File: src/rtl/bayer_stream_gen.sv
// Raster test-pattern source that emits Bayer-mosaic pixels with line/frame blanking.
// Four patterns are selectable per frame: ramp, colour bars, checker and a 12-bit PRBS.
module bayer_stream_gen #(
  parameter int H_ACTIVE = 1280,
  parameter int H_BLANK  = 32,
  parameter int V_ACTIVE = 960,
  parameter int V_BLANK  = 4
) (
  input  logic        iCLK,
  input  logic        iRST,
  input  logic        iSTART,
  input  logic        iSTOP,
  input  logic [1:0]  iMODE,
  output logic [10:0] oX_Cont,
  output logic [10:0] oY_Cont,
  output logic [11:0] oDATA,
  output logic        oDVAL,
  output logic        oFVAL,
  output logic [15:0] oFRAME_CNT,
  output logic        oBUSY
);

  localparam int LINE_LEN  = H_ACTIVE + H_BLANK;
  localparam int VB_CYCLES = V_BLANK * LINE_LEN;
  localparam int CNT_MAX   = (VB_CYCLES > H_BLANK) ? VB_CYCLES : H_BLANK;
  localparam int CNT_W     = $clog2(CNT_MAX + 2);

  localparam logic [CNT_W-1:0] HB_LAST   = CNT_W'((H_BLANK > 0) ? H_BLANK - 1 : 0);
  localparam logic [CNT_W-1:0] VB_LAST   = CNT_W'((VB_CYCLES > 0) ? VB_CYCLES - 1 : 0);
  localparam logic [10:0]      X_LAST    = 11'(H_ACTIVE - 1);
  localparam logic [10:0]      Y_LAST    = 11'(V_ACTIVE - 1);
  localparam logic [11:0]      LFSR_SEED = 12'hACE;
  localparam bit               HAS_HB    = (H_BLANK > 0);
  localparam bit               HAS_VB    = (V_BLANK > 0);

  typedef enum logic [1:0] {IDLE, LINE, HBLANK, VBLANK} state_e;

  state_e           state_q, state_d;
  logic [CNT_W-1:0] cnt_q, cnt_d;
  logic [10:0]      x_q, x_d, y_q, y_d;
  logic [11:0]      data_q, data_d, lfsr_q, lfsr_d, pix_lfsr;
  logic [15:0]      fcnt_q, fcnt_d;
  logic [1:0]       mode_q, mode_d;
  logic             dval_q, dval_d, stop_q, stop_d, run_q, run_d;
  logic             line_end, last_line, eol, frame_done, stop_now, new_frame;

  // Taps 12,11,10,4 (1-based) feed bit 0; the register shifts towards the MSB.
  function automatic logic [11:0] lfsr_step(input logic [11:0] s);
    return {s[10:0], s[11] ^ s[10] ^ s[9] ^ s[3]};
  endfunction

  function automatic logic [11:0] pattern(input logic [1:0] m, input logic [10:0] x,
                                          input logic [10:0] y, input logic [11:0] prbs);
    logic [2:0] bar;
    logic       on;
    bar = x[10:8];
    on  = 1'b0;
    pattern = 12'h000;
    unique case (m)
      2'd0: pattern = {1'b0, x} + {1'b0, y};
      2'd1: begin
        unique case ({y[0], x[0]})
          2'b01:   on = bar[0];
          2'b10:   on = bar[2];
          default: on = bar[1];
        endcase
        pattern = {12{on}};
      end
      2'd2: pattern = {12{x[3] ^ y[3]}};
      default: pattern = prbs;
    endcase
  endfunction

  always_comb begin
    // NOTE: every always_comb target gets a default first so no path can infer a latch.
    state_d   = state_q;
    cnt_d     = cnt_q;
    x_d       = x_q;
    y_d       = y_q;
    stop_d    = stop_q;
    mode_d    = mode_q;
    lfsr_d    = lfsr_q;
    fcnt_d    = fcnt_q;
    dval_d    = 1'b0;
    data_d    = 12'h000;
    pix_lfsr  = lfsr_q;
    new_frame = 1'b0;

    line_end   = (x_q == X_LAST);
    last_line  = (y_q == Y_LAST);
    stop_now   = stop_q | iSTOP;
    // End of a full line period: after the blank, or right at the last pixel when there is no blank.
    eol        = ((state_q == LINE) && line_end && !HAS_HB) ||
                 ((state_q == HBLANK) && (cnt_q == HB_LAST));
    frame_done = ((state_q == VBLANK) && (cnt_q == VB_LAST)) ||
                 (!HAS_VB && eol && last_line);

    unique case (state_q)
      IDLE: if (iSTART) begin
        new_frame = 1'b1;
        stop_d    = iSTOP;
      end
      LINE: begin
        stop_d = stop_now;
        if (!line_end) begin
          x_d    = x_q + 11'd1;
          dval_d = 1'b1;
        end else if (HAS_HB) begin
          state_d = HBLANK;
          cnt_d   = '0;
        end
      end
      HBLANK, VBLANK: begin
        stop_d = stop_now;
        cnt_d  = cnt_q + CNT_W'(1);
      end
      default: state_d = IDLE;
    endcase

    if (eol) begin
      if (!last_line) begin
        state_d = LINE;
        x_d     = '0;
        y_d     = y_q + 11'd1;
        dval_d  = 1'b1;
      end else if (HAS_VB) begin
        state_d = VBLANK;
        cnt_d   = '0;
      end
    end

    if (frame_done) begin
      fcnt_d = fcnt_q + 16'd1;
      if (stop_now) begin
        state_d = IDLE;
        stop_d  = 1'b0;
      end else begin
        new_frame = 1'b1;
      end
    end

    if (new_frame) begin
      state_d  = LINE;
      x_d      = '0;
      y_d      = '0;
      dval_d   = 1'b1;
      mode_d   = iMODE;
      pix_lfsr = LFSR_SEED;
    end

    // lfsr_q always holds the value for the next emitted pixel.
    if (dval_d) begin
      data_d = pattern(mode_d, x_d, y_d, pix_lfsr);
      lfsr_d = lfsr_step(pix_lfsr);
    end

    run_d = (state_d != IDLE);
  end

  // NOTE: state uses non-blocking assignments so every register samples pre-edge values.
  always_ff @(posedge iCLK or negedge iRST) begin
    if (!iRST) begin
      state_q <= IDLE;
      cnt_q   <= '0;
      x_q     <= '0;
      y_q     <= '0;
      data_q  <= '0;
      lfsr_q  <= LFSR_SEED;
      fcnt_q  <= '0;
      mode_q  <= '0;
      dval_q  <= 1'b0;
      stop_q  <= 1'b0;
      run_q   <= 1'b0;
    end else begin
      state_q <= state_d;
      cnt_q   <= cnt_d;
      x_q     <= x_d;
      y_q     <= y_d;
      data_q  <= data_d;
      lfsr_q  <= lfsr_d;
      fcnt_q  <= fcnt_d;
      mode_q  <= mode_d;
      dval_q  <= dval_d;
      stop_q  <= stop_d;
      run_q   <= run_d;
    end
  end

  assign oX_Cont    = x_q;
  assign oY_Cont    = y_q;
  assign oDATA      = data_q;
  assign oDVAL      = dval_q;
  assign oFVAL      = run_q;
  assign oBUSY      = run_q;
  assign oFRAME_CNT = fcnt_q;

endmodule
File: config.mk
export PLATFORM = sky130hd
export DESIGN_NAME = bayer_stream_gen
export DESIGN_NICKNAME = d
export VERILOG_FILES = /design/src/rtl/bayer_stream_gen.sv
export SDC_FILE = /design/constraint.sdc
export NUM_CORES = 1
export LEC_CHECK = 0
export CORE_MARGIN = 2
export CORE_UTILIZATION = 50
export DETAILED_ROUTE_END_ITERATION = 10
export PLACE_DENSITY = 0.76
export SLEW_MARGIN = 10
export SYNTH_ARGS = -nofsm -noshare
export SYNTH_HDL_FRONTEND = slang
export SYNTH_SLANG_ARGS = --single-unit
File: constraint.sdc
create_clock -name iCLK -period 3.8 [get_ports iCLK]
set_input_delay 0.76 -clock iCLK [delete_from_list [all_inputs] [get_ports iCLK]]
set_output_delay 0.76 -clock iCLK [all_outputs]
set_load 0.1 [all_outputs]
==> results by stage <==
Placement:
- Port buffering added 58 buffers.
- Before CTS, the worst setup slack after placement is -0.241 ns.
- Once placement finished, the instance area stood at 5630 um2.
- The detailed placement HPWL is 8370 um.
- The final estimated routing congestion in global placement is 0.929.

Synthesis:
- Dividing the synthesized area by the synthesized cell count gives 9.97 um2.
- The number of synthesized flops with an enable pin is 0.
- The synthesized netlist occupies a cell area of 4640 um2.
- The fraction of registers with async set or reset after synthesis is 1.00.
- Counting every net in the synthesized netlist gives 489.
- For this run, the number of Yosys warnings is 0.
- The number of different library cells used by synthesis comes to 70.
- The most common flop cell mapped by yosys is sky130_fd_sc_hd__dfrtp_1.
- The post-synthesis cell count is 465.
- The share of the Yosys chip area taken by registers is 0.445.
- The number of flip-flops and latches in the synthesized netlist is 82.

STA:
- The final worst hold slack is 0.474 ns.
- In the finished design, the share of the clock period the worst path needs comes to 0.998.
- The worst path needs 3.79 ns of the cycle, external delays included.
- The count of final hold-check violations is 0.
- The slew at the pin with the worst max-slew slack is 1.03 ns.
- Between clock sinks in the finished design, the worst skew comes to 0.0127 ns.
- The number of setup violations in the final report is 0.
- The number of slew-limit violations in the final report came to 0.
- For this run, the top clock speed supported by timing is 264 MHz.
- In this run the tightest slew margin relative to its limit is 0.311.
- After routing, the total negative slack on setup checks comes to 0 ns.
- The setup slack of the critical path after layout is 0.00600 ns.
- Setup repair after global routing could not meet its margin everywhere.

Pwr:
- The design draws 5.15 mW.
- For this design the ratio of total power to cell area is 864 nW/um2.
- The peak ir drop on the vdd network is 683 uV.
- The static power due to leakage is 2.59 nW.

Setup path:
- The number of buffers and inverters on the critical path is 1.
- The category of the most critical setup path is register to register.
- In this run the worst setup path begins at state_q[0].
- Across all register-to-register paths, the minimum setup slack is 0.006 ns.
- The largest single stage delay on the critical path is 0.51 ns.
- The top cell family by delay on the critical path is simple AND/OR/NAND/NOR gates.
- STA puts the critical path data required time at 4.08 ns.
- The endpoint of the most critical register-to-register path is oDATA[11].
- The worst register-to-register path begins at state_q[0].
- For the worst setup path, the data arrival time is 4.07 ns.
- In this run the number of cells on the critical path is 14.
- The endpoint class of the critical path is a register.
- The slowest stage of the critical path is the sky130_fd_sc_hd__or4_1 cell.
- For the worst flop-to-flop path, the logic depth is 14.
- The startpoint type of the worst setup path is a register.
- The signal on the critical path passes through or4_1, or3_4, a211oi_4, buf_6, nand4_1, xor2_1, nor2_1, ha_1, nand3_2, o2111ai_2, nand2_1, o311a_1, a2111o_1, o22ai_1.
- The highest fanout seen on the critical path is 6.

Route:
- The routed length per placed instance is 17.2 um.
- The initial DRC count is 333.
- The number of vias in the routed layout is 4035.
- The first detailed-routing pass ran for 4 iterations.
- In the routed design, unresolved DRC markers number 0.
- The via-per-instance ratio is 5.87.
- In this run the remaining antenna-violating nets after routing total 0.
- The total wire length is 11800 um.

GRT:
- The largest net degree at the start of global routing is 83.
- The global-route wire length before repair is 19300 um.
- Across every metal layer, demand over resource in global routing totals 0.243.
- The number of global-route vias before repair is 4081.
- The number of antenna violations at the first check in global routing is 0.
- The overall overflow remaining after global route is 0.

Die:
- The height of the chip is 100 um.
- The number of top-level pins is 59.
- The die covers 10100 um2.
- After floorplanning, the core was divided into 35 placement rows.
- The starting utilization of the core area is 0.509.
- The core region area is 9110 um2.
- The floorplan step set the die width to 100 um.

Clocking:
- The cell at the root of the clock tree is sky130_fd_sc_hd__clkbuf_8.
- The CTS clock-pin slew for the worst setup and hold paths is 0.09 ns.
- The later pin in the worst-skew pair is clocked with a latency of 0.37 ns.
- The tree built by TritonCTS fans out to 82 sinks.
- The number of buffers on the longest clock path is 2.
- The total number of H-tree levels is 3.
- TritonCTS built the clock tree.
- The number of buffers inserted during clock tree synthesis is 9.

Min path:
- The origin of the worst min-delay path is oFRAME_CNT[15].
- The class of the tightest hold or removal check is register to register.
- Along the worst hold path, the cell count comes to 1.
- The worst min-delay path endpoint is oFRAME_CNT[15].

Cells and area:
- The ratio of cells with drive above 1 in the final layout is 0.217.
- The count of nets after finishing is 595.
- The number of antenna diodes in the final layout is 0.
- The layout has 724 filler cells.
- The signed area change from the synthesized netlist to the final layout is 28.4%.
- The finished cells cover 5950 um2.

Job:
- Max-cap violations in this run came to 0.

Status:
- The run finished with clean final reports.
-- layout by cell type (no fill, tap or decap), types with 4 or more instances in the layout --
cell type                         count
sky130_fd_sc_hd__a21oi_1             14
sky130_fd_sc_hd__a22o_1               9
sky130_fd_sc_hd__and2_1               8
sky130_fd_sc_hd__and3_1              10
sky130_fd_sc_hd__buf_4               53
sky130_fd_sc_hd__clkbuf_8            10
sky130_fd_sc_hd__clkdlybuf4s50_1     57
sky130_fd_sc_hd__dfrtp_1             62
sky130_fd_sc_hd__dfrtp_2             13
sky130_fd_sc_hd__dfstp_2              7
sky130_fd_sc_hd__ha_1                15
sky130_fd_sc_hd__inv_1               10
sky130_fd_sc_hd__mux2_2               5
sky130_fd_sc_hd__nand2_1             38
sky130_fd_sc_hd__nand3_1             14
sky130_fd_sc_hd__nand4_1             13
sky130_fd_sc_hd__nor2_1              55
sky130_fd_sc_hd__nor3_1              16
sky130_fd_sc_hd__o2111ai_1            6
sky130_fd_sc_hd__o21ai_0              9
sky130_fd_sc_hd__o21ai_1              4
sky130_fd_sc_hd__o221ai_1             6
sky130_fd_sc_hd__xnor2_1             28
sky130_fd_sc_hd__xor2_1              24
-- cell families after synthesis --
group	Yosys count	synth area share
simple gates	185	0.202
compound gates	94	0.160
flops	82	0.445
xor+xnor	52	0.0982
buf+inv	27	0.0291
fa+ha+maj	18	0.0502
mux	7	0.0165
-- Yosys cell counts, drive strengths merged (3+ instances only) --
library cell	number	area, um2
o2111ai	7	61.3
or3	5	36.3
or4	3	26.3
nor3	18	100
a2111oi	3	45.1
o221ai	6	52.6
mux2	5	56.3
nor2b	3	18.8
o22ai	3	18.8
a211oi	5	60.1
xor2	24	210
nor4	3	33.8
and2	8	50.1
o21ai	15	78.8
nand2b	3	18.8
nand4	13	81.3
a31oi	4	40.0
a22o	9	78.8
dfstp	7	184
inv	11	41.3
a21oi	15	75.1
ha	17	213
nand2	38	143
a21o	3	22.5
nand3	15	75.1
buf	12	78.8
clkbuf	4	15.0
xnor2	28	245
o211ai	3	27.5
and3	10	62.6
dfrtp	75	1880
nor2	58	218
a22oi	3	22.5
-- repair_timing --
| action | in CTS | in global routing |
|---|---|---|
| buffers inserted | 4 | 3 |
| hold buffers | 0 | 0 |
| hold endpoints to repair | 0 | 0 |
| pin swaps | 4 | 9 |
| gates resized for setup | 7 | 10 |
| setup endpoints to repair | 3 | 4 |
-- layout make-up --
cell class,instances,area [um2],area share
clock buffers,12,145,0.0244
multi-input cells,356,2520,0.423
inverters,11,41.3,0.00693
flip-flops and latches,82,2080,0.349
repair buffers,111,980,0.165
well taps,111,139,0.0233
clock inverters,4,51.3,0.00862
-- power breakdown --
part / switching (mW) / leakage (nW) / internal (mW)
registers: 0.254 / 1.04 / 1.16
clock network: 0.320 / 0.0970 / 0.324
logic: 2.10 / 1.45 / 0.992
-- worst max path at each step --
stage	end	slack [ns]
floorplan	oDATA[10]	-0.002
global placement	oDATA[10]	-0.11
detailed placement	oDATA[10]	-0.24
CTS	oDATA[10]	0.02
global route	oDATA[11]	-0.16
finish	oDATA[11]	0.006
-- routing by layer --
| metal | GRT usage | part of all wire |
|---|---|---|
| met5 | 0 | 0 |
| met4 | 0.0864 | 0.025 |
| met3 | 0.0550 | 0.056 |
| met2 | 0.401 | 0.48 |
| met1 | 0.317 | 0.44 |
-- registers in the layout (all words and copies together) (netlist names) --
register,cells
stop_q,1
state_q,2
oDATA,12
mode_q,2
oX_Cont,11
lfsr_q,12
oY_Cont,11
cnt_q,13
oFRAME_CNT,16
oBUSY,1
oDVAL,1
-- stage by stage --
step / utilization / cells
after global routing: 0.654 / 687
after detailed placement: 0.618 / 664
after floorplan: - / 465
after CTS: 0.645 / 684
after global placement: 0.618 / 664
final: 0.654 / 687
Note: power is estimated with default switching activity, not from simulation.
